--- src/rtl/ternary_weight_loader_if.sv ---
// rtl/ternary_weight_loader_if.sv - load handshake, config and weight bank bundle for ternary_weight_loader
interface ternary_weight_loader_if #(
    parameter int MAX_IN_LEN  = 16,
    parameter int MAX_OUT_LEN = 8,
    parameter int WIDTH       = 2,
    parameter int IN_BITS     = $clog2(MAX_IN_LEN),
    parameter int OUT_BITS    = $clog2(MAX_OUT_LEN)
);
    logic                                   start;
    logic                                   abort;
    logic [IN_BITS-1:0]                     cfg_in_len_m1;
    logic [OUT_BITS-1:0]                    cfg_out_len_m1;
    logic [MAX_IN_LEN-1:0]                  in_data;
    logic                                   in_valid;
    logic                                   in_ready;
    logic                                   busy;
    logic                                   done;
    logic [WIDTH*MAX_IN_LEN*MAX_OUT_LEN-1:0] weights;

    modport master (
        output start, abort, cfg_in_len_m1, cfg_out_len_m1, in_data, in_valid,
        input  in_ready, busy, done, weights
    );

    modport slave (
        input  start, abort, cfg_in_len_m1, cfg_out_len_m1, in_data, in_valid,
        output in_ready, busy, done, weights
    );
endinterface

--- src/rtl/ternary_weight_loader.sv ---
// rtl/ternary_weight_loader.sv - double-buffered ternary weight bank loaded one bit-plane beat per cycle
module ternary_weight_loader #(
    parameter int MAX_IN_LEN  = 16,
    parameter int MAX_OUT_LEN = 8,
    parameter int WIDTH       = 2,
    parameter int IN_BITS     = $clog2(MAX_IN_LEN),
    parameter int OUT_BITS    = $clog2(MAX_OUT_LEN),
    parameter int WB          = $clog2(WIDTH)
) (
    input  logic                     clk,
    input  logic                     rst_n,
    ternary_weight_loader_if.slave   bus
);
    localparam int TOTAL = WIDTH * MAX_IN_LEN * MAX_OUT_LEN;
    localparam int NB    = $clog2(TOTAL);
    localparam int KB    = OUT_BITS + WB;

    typedef enum logic [1:0] {IDLE, LOAD, COMMIT} state_t;

    state_t              state, state_d;
    logic [IN_BITS-1:0]  cfg_in_q;
    logic [OUT_BITS-1:0] cfg_out_q;
    logic [KB-1:0]       k;
    logic [KB-1:0]       last_k;
    logic [TOTAL-1:0]    shadow, shadow_d;
    logic [TOTAL-1:0]    active;
    logic                done_q;
    logic                beat;
    logic                in_ready_c;
    int                  col_idx;
    int                  bit_idx;

    // Beat k carries bit-plane (k mod WIDTH) of column k/WIDTH; abort wins over a same-edge beat.
    assign beat    = (state == LOAD) && bus.in_valid && !bus.abort;
    assign last_k  = KB'(cfg_out_q) * KB'(WIDTH) + KB'(WIDTH - 1);
    assign col_idx = int'(k >> WB);
    assign bit_idx = int'(k) % WIDTH;

    always_comb begin
        state_d    = state;
        in_ready_c = 1'b0;
        case (state)
            IDLE:   if (bus.start) state_d = LOAD;
            LOAD: begin
                in_ready_c = 1'b1;
                if (bus.abort)                  state_d = IDLE;
                else if (beat && k == last_k)   state_d = COMMIT;
            end
            COMMIT: state_d = IDLE;
            default: state_d = IDLE;
        endcase
    end

    always_comb begin
        shadow_d = shadow;
        if (state == IDLE && bus.start) begin
            shadow_d = '0;
        end else if (beat) begin
            for (int i = 0; i < MAX_IN_LEN; i++) begin
                if (i <= int'(cfg_in_q))
                    shadow_d[NB'((i * MAX_OUT_LEN + col_idx) * WIDTH + bit_idx)] = bus.in_data[i];
            end
        end
    end

    always_ff @(posedge clk) begin
        if (!rst_n) begin
            state     <= IDLE;
            cfg_in_q  <= '0;
            cfg_out_q <= '0;
            k         <= '0;
            shadow    <= '0;
            active    <= '0;
            done_q    <= 1'b0;
        end else begin
            state  <= state_d;
            shadow <= shadow_d;
            done_q <= (state == COMMIT);
            if (state == IDLE && bus.start) begin
                cfg_in_q  <= bus.cfg_in_len_m1;
                cfg_out_q <= bus.cfg_out_len_m1;
                k         <= '0;
            end else if (beat) begin
                k <= k + KB'(1);
            end
            if (state == COMMIT) active <= shadow;
        end
    end

    assign bus.in_ready = in_ready_c;
    assign bus.busy     = (state != IDLE);
    assign bus.done     = done_q;
    assign bus.weights  = active;
endmodule

--- src/flat_wrapper.sv ---
// flat-port wrapper written by rule: the top's interface ports become plain ports
module ternary_weight_loader_flat 
#(
    parameter int MAX_IN_LEN  = 16,
    parameter int MAX_OUT_LEN = 8,
    parameter int WIDTH       = 2,
    parameter int IN_BITS     = $clog2(MAX_IN_LEN),
    parameter int OUT_BITS    = $clog2(MAX_OUT_LEN),
    parameter int WB          = $clog2(WIDTH)
)
  (clk, rst_n, bus_start, bus_abort, bus_cfg_in_len_m1, bus_cfg_out_len_m1, bus_in_data, bus_in_valid, bus_in_ready, bus_busy, bus_done, bus_weights);
  ternary_weight_loader_if #(.MAX_IN_LEN(MAX_IN_LEN), .MAX_OUT_LEN(MAX_OUT_LEN), .WIDTH(WIDTH), .IN_BITS(IN_BITS), .OUT_BITS(OUT_BITS)) bus_i ();
  input  logic clk;
  input  logic rst_n;
  input wire logic [$bits(bus_i.start)-1:0] bus_start;
  input wire logic [$bits(bus_i.abort)-1:0] bus_abort;
  input wire logic [$bits(bus_i.cfg_in_len_m1)-1:0] bus_cfg_in_len_m1;
  input wire logic [$bits(bus_i.cfg_out_len_m1)-1:0] bus_cfg_out_len_m1;
  input wire logic [$bits(bus_i.in_data)-1:0] bus_in_data;
  input wire logic [$bits(bus_i.in_valid)-1:0] bus_in_valid;
  output wire logic [$bits(bus_i.in_ready)-1:0] bus_in_ready;
  output wire logic [$bits(bus_i.busy)-1:0] bus_busy;
  output wire logic [$bits(bus_i.done)-1:0] bus_done;
  output wire logic [$bits(bus_i.weights)-1:0] bus_weights;
  assign bus_i.start = bus_start;
  assign bus_i.abort = bus_abort;
  assign bus_i.cfg_in_len_m1 = bus_cfg_in_len_m1;
  assign bus_i.cfg_out_len_m1 = bus_cfg_out_len_m1;
  assign bus_i.in_data = bus_in_data;
  assign bus_i.in_valid = bus_in_valid;
  assign bus_in_ready = bus_i.in_ready;
  assign bus_busy = bus_i.busy;
  assign bus_done = bus_i.done;
  assign bus_weights = bus_i.weights;
  ternary_weight_loader #(.MAX_IN_LEN(MAX_IN_LEN), .MAX_OUT_LEN(MAX_OUT_LEN), .WIDTH(WIDTH), .IN_BITS(IN_BITS), .OUT_BITS(OUT_BITS), .WB(WB)) u_core (.clk(clk), .rst_n(rst_n), .bus(bus_i));
endmodule
--- config.mk ---
export PLATFORM = sky130hd
export DESIGN_NAME = ternary_weight_loader_flat
export DESIGN_NICKNAME = d
export VERILOG_FILES = /design/src/rtl/ternary_weight_loader_if.sv /design/src/rtl/ternary_weight_loader.sv /design/src/flat_wrapper.sv
export SDC_FILE = /design/constraint.sdc
export NUM_CORES = 1
export LEC_CHECK = 0
export BUFFER_PORTS_ARGS = -buffer_cell sky130_fd_sc_hd__buf_2
export CORE_MARGIN = 2
export CORE_UTILIZATION = 40
export CTS_CLUSTER_DIAMETER = 150
export DETAILED_ROUTE_END_ITERATION = 6
export GPL_TIMING_DRIVEN = 0
export PLACE_DENSITY = 0.65
export SLEW_MARGIN = 5
export SYNTH_ARGS = -nofsm -noshare
export SYNTH_HDL_FRONTEND = slang
export SYNTH_SLANG_ARGS = --single-unit
--- constraint.sdc ---
create_clock -name clk -period 1.43 [get_ports clk]
set_input_delay 0.2145 -clock clk [delete_from_list [all_inputs] [get_ports clk]]
set_output_delay 0.2145 -clock clk [all_outputs]
set_load 0.02 [all_outputs]
==> results.ini, run 1 <==
[layout]
design_area_um2=16000
multiInputGateArea_um2=5750
layout.nets=1684
fillers=2596
layout.cells.non_filler=2055
drive_gt1_share_pct=34.2
diodes=0
ff_latch_area_um2=5420
area_growth_pct=37.7
final_core_util_pct=55.9

[run]
drv_cap=0

[timing]
skew_ns=0.0121
min_period_ns=1.64
drv_slew=0
fin_tns_setup_ns=-17.03
fmax_mhz=611
period_share_pct=114
timing.final.hold_violations=0
rsz0062_at_grt=yes
setup_viol=133
whs_ns=0.00925
postLayoutSetupSlackWorst_ns=-0.206
slew-limit-headroom_pct=30.8
tightest_slew_ns=1.04

[grt]
grt_max_degree=20
grt_pass1_wl_mm=48.3
grt_overflow=0
grt_usage_pct=19.8
antenna_found_initial=0
grt_pass1_vias=9011

[clock_tree]
clkLatencyLatePin_ns=0.56
root_buffer=clkbuf_16
cts_buffer_depth=3
clkSlewWorstSetupHoldPaths_ns=0.06
cts.sinks=270
cts_tree=done
h-tree-depth=1
cts_buffers=30

[status]
outcome=finished, violations left
violations=negative setup slack

[synth]
synth_xor_area_share_pct=0.452
yosysTopAreaCellShare_pct=46.5
synth_edf_count=0
syn_area_per_cell_um2=8.99
netlist_area_um2=11600
synthCells=1293
synthFlopType=dfxtp_1
ys_seq_area_share_pct=46.5
synth_compound_area_share_pct=21.5
ys_top_cells_by_area=dfxtp_1 (47%), nand2_1 (12%), a21boi_0 (8.7%)
yosysUniqueCellTypes=49
ys_ff_latch=270
yosys.area.top_type=dfxtp_1
ys_warn_count=0
synthMuxAreaShare_pct=3.10
yosys.area_share.simple_pct=14.9
synth_fa_ha_area_share_pct=0.431
postSynth.asyncResetShare_pct=0
synth_most_common_cell=nand2_1
synth_top_family_by_area=compound AO/OA/AOI/OAI gates
synth_common_cells=nand2_1 (362), dfxtp_1 (270), a21boi_0 (134), buf_4 (134), o31ai_1 (76)

[placement]
portBuffers=149
placed_cells=1953
placed_cell_area_um2=13400
post-dp-hpwl_mm=21.9
post-place-ws_ns=-0.516
gp_congestion=0.773

[floorplanning]
rows=62
dieArea_um2=30400
io_pins=287
start_util_pct=40.6
die_w_um=174
die_h_um=174
core_um2=28600

[setup_path]
cp-end-kind=register
required_ns=1.86
cp.arrival_ns=2.07
cp-start-kind=register
cp_max_fo=8
critical_path_class=register to register
rr_worst_depth=7

[min_path]
min_path_cells=3
hp-class=input pin to register

[pwr]
power.density_nw_per_um2=1030
irDropWorstVdd_mv=0.802
p_total_mw=16.5
p_leak_nw=6.96

[route]
dr.pass1.iters=5
drc=0
viasPerCell=4.82
post_drt_wl_per_cell_um=16.4
wirelength_mm=33.8
drt_iter0_markers=721
drt.antenna.violating_nets=0
vias=9905

## path summary, 6_finish.rpt
check                         start  slack (ns)                      to
max                 u_core.state[0]       -0.21       u_core.shadow[40]
min                  bus_in_data[2]       0.009       u_core.shadow[35]
max reg2reg         u_core.state[0]       -0.21       u_core.shadow[40]
min reg2reg  u_core.bus.weights[28]        0.46  u_core.bus.weights[28]
## critical path: stages, from the launching register on
cell and delay, ns:
dfxtp_4 0.37, nor3b_4 0.33, nor2b_4 0.11, buf_12 0.17
clkbuf_16 0.17, buf_8 0.13, o211ai_1 0.12, o31ai_2 0.10
## final cells by class
cell class | count | share of cell area [%]
multi-input combinational | 925 | 35.9
sequential | 270 | 33.9
buffer | 218 | 11.4
timing repair buffer | 204 | 9.93
clock buffer | 45 | 5.43
tap | 384 | 3.00
clock inverter | 6 | 0.368
inverter | 3 | 0.0704
## metal layers
metal	up-vias	GRT usage (%)	wire [um]
li1	4893	-	-
met1	4596	26.4	14600
met2	347	32.2	15900
met3	69	3.74	2280
met4	0	6.41	1050
met5	-	0	0
## timing repair
item                       CTS  global route
resized for setup          153           145
hold endpoints to repair     7             5
cloned                       2            21
hold buffers                 7             2
setup buffers                7            18
setup endpoints to repair  255           212
pin swaps                   17            48
## logic make-up (layout without fill, tap and decap cells)
| group | count (synthesis) | in the layout |
|---|---|---|
| xor gates and xnor gates | 6 | 6 |
| DFF | 270 | 270 |
| adders and majority gates | 4 | 4 |
| muxes | 36 | 36 |
| and+or+nand+nor | 420 | 422 |
| AOI/OAI and AO/OA | 329 | 329 |
| other | 1 | 128 |
| buffers and inverters | 227 | 476 |
## sequential cells by signal (all words and copies together) (netlist names)
name and flops:
u_core.state 2, u_core.shadow 128, u_core.cfg_out_q 3, u_core.bus.weights 128, u_core.bus.done 1, u_core.k 4
u_core.cfg_in_q 4
## power breakdown
group / switching [mW] / internal, mW / total (mW)
Combinational: 0.863 / 0.678 / 1.54
Clock: 3.03 / 4.33 / 7.36
Sequential: 0.0224 / 7.54 / 7.56
Total: 3.91 / 12.5 / 16.5
## layout by cell type, fill, tap and decap left out, types with 8 or more instances in the layout
master	n
nand2_1	313
dfxtp_1	265
buf_4	159
buf_2	151
a21boi_0	134
conb_1	128
o211ai_1	75
o31ai_1	70
clkbuf_16	49
nand2_2	40
mux2i_1	36
clkbuf_1	25
buf_6	20
buf_8	18
o31ai_2	14
clkbuf_4	14
nand2_4	13
buf_12	9
dlygate4sd3_1	9
nand2_8	8
o211ai_2	8
Note: power is estimated with default switching activity, not from simulation.
==> inputs of run 2 (changes only) <==
--- a/config.mk
+++ b/config.mk
@@ -5,13 +5,15 @@
 export SDC_FILE = /design/constraint.sdc
 export NUM_CORES = 1
 export LEC_CHECK = 0
+export ABC_CLOCK_PERIOD_IN_PS = 1430
 export BUFFER_PORTS_ARGS = -buffer_cell sky130_fd_sc_hd__buf_2
 export CORE_MARGIN = 2
-export CORE_UTILIZATION = 40
+export CORE_UTILIZATION = 48
 export CTS_CLUSTER_DIAMETER = 150
 export DETAILED_ROUTE_END_ITERATION = 6
 export GPL_TIMING_DRIVEN = 0
-export PLACE_DENSITY = 0.65
+export PLACE_DENSITY = 0.76
+export RECOVER_POWER = 25
 export SLEW_MARGIN = 5
 export SYNTH_ARGS = -nofsm -noshare
 export SYNTH_HDL_FRONTEND = slang
==> results.ini, run 2 (synthesis results as in run 1) <==
[grt]
grt_usage_pct=23.3  ; was 19.8%
grt_max_degree=14  ; was 20
antenna_found_initial=0  ; unchanged
grt_pass1_vias=9308  ; was 9,011
grt_overflow=0  ; unchanged
grt_pass1_wl_mm=48.4  ; was 48.3 mm

[route]
drt.antenna.violating_nets=0  ; unchanged
drt_iter0_markers=824  ; was 721
vias=10300  ; was 9,905
post_drt_wl_per_cell_um=17.7  ; was 16.4 um
wirelength_mm=35.0  ; was 33.8 mm
met2_length_mm=16.5  ; was 15.9 mm
wl_met3_mm=3.05  ; was 2.28 mm
drc=0  ; unchanged
viasPerCell=5.18  ; was 4.82
wl_met1_mm=13.7  ; was 14.6 mm
routed.top_layer=met4  ; unchanged
dr.pass1.iters=7  ; was 5

[timing]
slew-limit-headroom_pct=32.3  ; was 30.8%
period_share_pct=122  ; was 114%
skew_ns=0.0144  ; was 0.0121 ns
tightest_slew_ns=1.02  ; was 1.04 ns
postLayoutSetupSlackWorst_ns=-0.309  ; was -0.206 ns
timing.final.hold_violations=0  ; unchanged
fmax_mhz=575  ; was 611 MHz
rsz0062_at_grt=yes  ; unchanged
setup_viol=208  ; was 133
drv_slew=0  ; unchanged
min_period_ns=1.74  ; was 1.64 ns
whs_ns=0.00992  ; was 0.00925 ns

[layout]
final_cell_mix=nand2_1 (328), dfxtp_1 (264), buf_4 (165)  ; was nand2_1 (313), dfxtp_1 (265), buf_4 (159)
diodes=0  ; unchanged
area_growth_pct=34.7  ; was 37.7%
layout.nets=1675  ; was 1,684
fillers=1797  ; was 2,596
drive_gt1_share_pct=33.5  ; was 34.2%
layout.cells.most_common=nand2_1  ; unchanged
multiInputGateArea_um2=5670  ; was 5750 um^2
ff_latch_area_um2=5420  ; about the same
final_core_util_pct=66.3  ; was 55.9%

[setup_path]
crit_chain=inv_1 -> ha_2 -> and2_4 -> nand3_1 -> a21oi_1  ; was nor3b_4 -> nor2b_4 -> buf_12 -> clkbuf_16 -> buf_8 -> o211ai_1 -> o31ai_2
crit_buf_inv=1  ; was 3
cpLargestDelayFamily=simple AND/OR/NAND/NOR gates  ; was buffers and inverters
cp-start-kind=register  ; unchanged
required_ns=1.91  ; was 1.86 ns
cp_max_fo=7  ; was 8
critPathMaxStageDelay_ns=0.40  ; was 0.37 ns
critical_path_class=register to register  ; unchanged
critPathSlowestCell=ha_2  ; was dfxtp_4
cp-end-kind=register  ; unchanged
cp.arrival_ns=2.22  ; was 2.07 ns

[placement]
gp_congestion=0.845  ; was 0.773
post-dp-hpwl_mm=21.3  ; was 21.9 mm
portBuffers=149  ; unchanged

[floorplanning]
die_w_um=160  ; was 174 um
start_util_pct=49.2  ; was 40.6%
io_pins=287  ; unchanged
rows=56  ; was 62
die_h_um=160  ; was 174 um
core_um2=23600  ; was 28,600 um^2
dieArea_um2=25500  ; was 30,400 um^2

[pwr]
p_total_mw=16.6  ; was 16.5 mW
p_leak_nw=6.93  ; was 6.96 nW
irDropWorstVdd_mv=1.05  ; was 0.802 mV
power.density_nw_per_um2=1060  ; was 1030 nW/um^2

[clock_tree]
cts_buffer_depth=3  ; unchanged
h-tree-depth=1  ; unchanged
root_buffer=clkbuf_16  ; unchanged
cts_buffers=28  ; was 30
clkLatencyLatePin_ns=0.55  ; was 0.56 ns
cts.sinks=270  ; unchanged
cts_tree=done  ; unchanged
clkSlewWorstSetupHoldPaths_ns=0.06  ; about the same

[run]
drv_cap=0  ; unchanged

[min_path]
hp-class=input pin to register  ; unchanged

[status]
outcome=finished, violations left  ; unchanged
violations=negative setup slack  ; unchanged

run 2: cell count changes in the layout (fill, tap and decap cells not counted), sizes merged:
cell    delta
bufinv     +4
nand2      +1
clkinv     +6
clkbuf    -26
inv        -1
buf        +6
run 2: timing repair:
action                                 4_1_cts  5_1_grt
endpoints found under the hold margin        8        1
setup endpoints to repair                  255      254
cloned                                       1       13
hold buffers                                 8        1
pin swaps                                    4       46
setup buffers                               10       15
gates resized for setup                    117      216
run 2: where the power goes:
group | switching (mW) | leakage, nW | total [mW] | internal [mW]
Sequential | 0.0241 | 2.18 | 7.56 | 7.53
Clock | 3.03 | 0.478 | 7.64 | 4.61
Combinational | 0.846 | 4.27 | 1.41 | 0.561
run 2: path summary, 6_finish.rpt:
path | slack [ns] | cells after the start | from | to
max | -0.31 | 5 | u_core.k[0] | u_core.shadow[0]
min | 0.01 | 3 | bus_in_data[4] | u_core.shadow[69]
max reg2reg | -0.31 | 5 | u_core.k[0] | u_core.shadow[0]
min reg2reg | 0.45 | 2 | u_core.bus.weights[114] | u_core.bus.weights[114]
run 2: final cells by class:
class,instances,area share [%]
buffer,220,12.1
clock buffer,33,4.79
clock inverter,15,1.28
inverter,3,0.0719
multi-input combinational,926,36.2
sequential,270,34.6
tap,319,2.55
timing repair buffer,194,8.41
run 2: per-layer routing:
layer,track usage [%],up-vias
met5,0,-
met4,9.59,0
met3,4.87,127
met2,39.0,514
met1,29.2,4752
li1,-,4872
run 2: worst reg2reg max path, stage by stage, from the launching register on:
cell	delay, ns
dfxtp_2	0.37
inv_1	0.16
ha_2	0.40
and2_4	0.36
nand3_1	0.17
a21oi_1	0.21
run 2: per-stage QoR:
| stage | setup slack (ns) | setup TNS (ns) | instances | area [um^2] |
|---|---|---|---|---|
| after floorplan | -0.0273 | -0.238 | 1420 | 12100 |
| after global placement | -0.462 | -61.36 | 1888 | 13300 |
| after detailed placement | -0.509 | -68.36 | 1888 | 13300 |
| after CTS | -0.157 | -11.27 | 1953 | 14700 |
| after global routing | -0.371 | -35.39 | 1980 | 15700 |
| final | -0.309 | -26.25 | 1980 | 15700 |
==> inputs of run 3 (changes only) <==
--- a/config.mk
+++ b/config.mk
@@ -5,14 +5,15 @@
 export SDC_FILE = /design/constraint.sdc
 export NUM_CORES = 1
 export LEC_CHECK = 0
-export ABC_CLOCK_PERIOD_IN_PS = 1430
+export ABC_CLOCK_PERIOD_IN_PS = 1710
 export BUFFER_PORTS_ARGS = -buffer_cell sky130_fd_sc_hd__buf_2
+export CORE_ASPECT_RATIO = 1.25
 export CORE_MARGIN = 2
-export CORE_UTILIZATION = 48
+export CORE_UTILIZATION = 54
 export CTS_CLUSTER_DIAMETER = 150
 export DETAILED_ROUTE_END_ITERATION = 6
 export GPL_TIMING_DRIVEN = 0
-export PLACE_DENSITY = 0.76
+export PLACE_DENSITY = 0.81
 export RECOVER_POWER = 25
 export SLEW_MARGIN = 5
 export SYNTH_ARGS = -nofsm -noshare
==> constraint.sdc (replaced) <==
create_clock -name clk -period 1.71 [get_ports clk]
set_input_delay 0.2565 -clock clk [delete_from_list [all_inputs] [get_ports clk]]
set_output_delay 0.2565 -clock clk [all_outputs]
set_load 0.02 [all_outputs]
==> results.ini, run 3 (synthesis results as in run 1) <==
[status]
outcome=finished, violations left  ; unchanged
violations=negative hold slack, negative setup slack  ; was negative setup slack

[pwr]
p_clk_share_pct=42.9  ; was 46.0%
seqPwrFrac_pct=49.4  ; was 45.5%
switching_share_pct=23.7  ; was 23.5%
p_int_mw=9.76  ; was 12.7 mW
power.density_nw_per_um2=899  ; was 1060 nW/um^2
p_switching_mw=3.03  ; was 3.90 mW
irDropWorstVdd_mv=0.777  ; was 1.05 mV
p_leak_nw=5.88  ; was 6.93 nW
p_comb_share_pct=7.7  ; was 8.5%

[timing]
fin_tns_setup_ns=-0.0342  ; was -26.25 ns
tightest_slew_ns=0.934  ; was 1.02 ns
rsz0062_at_grt=yes  ; unchanged
setup_viol=2  ; was 208
skew_ns=0.0145  ; was 0.0144 ns
postLayoutSetupSlackWorst_ns=-0.0246  ; was -0.309 ns
min_period_ns=1.73  ; was 1.74 ns
period_share_pct=101  ; was 122%
whs_ns=-0.00188  ; was 0.00992 ns
drv_slew=0  ; unchanged
timing.final.hold_violations=1  ; was 0
fmax_mhz=577  ; was 575 MHz
slew-limit-headroom_pct=37.8  ; was 32.3%

[placement]
portBuffers=149  ; unchanged
post-place-ws_ns=-0.143  ; was -0.509 ns
post-dp-hpwl_mm=20.7  ; was 21.3 mm
gp_congestion=0.858  ; was 0.845

[route]
drc=0  ; unchanged
drt_iter0_markers=698  ; was 824
vias=9793  ; was 10,300
wirelength_mm=29.6  ; was 35.0 mm
post_drt_wl_per_cell_um=15.6  ; was 17.7 um
dr.pass1.iters=5  ; was 7
drt.antenna.violating_nets=0  ; unchanged
viasPerCell=5.15  ; was 5.18

[grt]
grt_pass1_wl_mm=46.1  ; was 48.4 mm
grt_pass1_vias=9279  ; was 9,308
antenna_found_initial=0  ; unchanged
grt_max_degree=17  ; was 14
grt_overflow=0  ; unchanged
grt_usage_pct=25.0  ; was 23.3%

[layout]
layout.nets=1638  ; was 1,675
layout.cells.most_common=nand2_1  ; unchanged
fillers=1820  ; was 1,797
ff_latch_area_um2=5410  ; was 5420 um^2
area_growth_pct=22.4  ; was 34.7%
final_core_util_pct=66.7  ; was 66.3%
diodes=0  ; unchanged
drive_gt1_share_pct=22.9  ; was 33.5%
multiInputGateArea_um2=5300  ; was 5670 um^2
final_cell_mix=nand2_1 (356), dfxtp_1 (268), buf_4 (142)  ; was nand2_1 (328), dfxtp_1 (264), buf_4 (165)

[clock_tree]
h-tree-depth=1  ; unchanged
clkSlewWorstSetupHoldPaths_ns=0.07  ; was 0.06 ns
cts_buffer_depth=3  ; unchanged
cts_tree=done  ; unchanged
cts_buffers=25  ; was 28
root_buffer=clkbuf_16  ; unchanged
cts.sinks=270  ; unchanged
clkLatencyLatePin_ns=0.52  ; was 0.55 ns

[floorplanning]
die_h_um=168  ; was 160 um
rows=60  ; was 56
dieArea_um2=22700  ; was 25,500 um^2
core_um2=21300  ; was 23,600 um^2
die_w_um=135  ; was 160 um
start_util_pct=54.5  ; was 49.2%
io_pins=287  ; unchanged

[setup_path]
cp-end-kind=register  ; unchanged
cp-start-kind=register  ; unchanged
startpoint=u_core.state[1]  ; was u_core.k[0]
timing.rr.start=u_core.state[1]  ; was u_core.k[0]
required_ns=2.09  ; was 1.91 ns
critical_path_class=register to register  ; unchanged
cp_max_fo=8  ; was 7
cp.arrival_ns=2.12  ; was 2.22 ns

[min_path]
hp-class=input pin to register  ; unchanged
hold_start=bus_cfg_in_len_m1[1]  ; was bus_in_data[4]

[run]
drv_cap=0  ; unchanged

## run 3: path summary, 6_finish.rpt
| check | end | slack [ns] | cells after the start |
|---|---|---|---|
| hold reg to reg | u_core.bus.weights[126] | 0.45 | 2 |
| setup reg to reg | u_core.shadow[70] | -0.02 | 7 |
| hold / removal | u_core.cfg_in_q[1] | -0.002 | 3 |
| setup / recovery | u_core.shadow[70] | -0.02 | 7 |
## run 3: cell type report
cell class | instances | share of cell area [%]
inverters | 3 | 0.0792
multi-input cells | 924 | 37.2
plain buffers | 222 | 11.1
well taps | 279 | 2.45
clock inverters | 11 | 0.880
clock buffers | 32 | 4.72
repair buffers | 160 | 5.50
flip-flops and latches | 270 | 38.0
## run 3: through the flow
stage	instance area, um^2	power [mW]	hold slack (ns)	cells
2_1_floorplan	12100	7.25	0.390	1420
3_3_place_gp	13200	7.38	0.444	1848
3_5_place_dp	13200	7.39	0.449	1848
4_1_cts	14100	12.8	0.000369	1898
5_1_grt	14200	13.2	0.0206	1901
6_report	14200	12.8	-0.00188	1901
## run 3: what timing repair did
| item | 4_1_cts | 5_1_grt |
|---|---|---|
| buffers inserted | 3 | 2 |
| gates cloned | 1 | 2 |
| resized for setup | 23 | 68 |
| setup endpoints to repair | 169 | 174 |
| pin swaps | 3 | 9 |
| hold endpoints to repair | 4 | 0 |
| hold buffers | 4 | 0 |
## run 3: per-layer routing
layer	global-route usage [%]	routed length, um
met5	0	0
met3	3.61	2040
met1	29.1	11700
met2	44.6	14800
met4	12.3	1130
## run 3: critical path, stage by stage, from the launching register on
cell and delay [ns]:
dfxtp_4 0.37, and4bb_2 0.36, buf_8 0.16, buf_8 0.14
nand2_8 0.09, buf_12 0.17, o211ai_1 0.19, o31ai_1 0.12
## run 3: power groups by stage
stage / clock network (mW) / registers, mW / logic [mW]
after detailed placement: 0 / 6.46 / 0.931
after global routing: 5.80 / 6.31 / 1.05
after CTS: 5.52 / 6.31 / 0.949
after global placement: 0 / 6.46 / 0.924
after floorplan: 0 / 6.45 / 0.793
final: 5.49 / 6.31 / 0.984
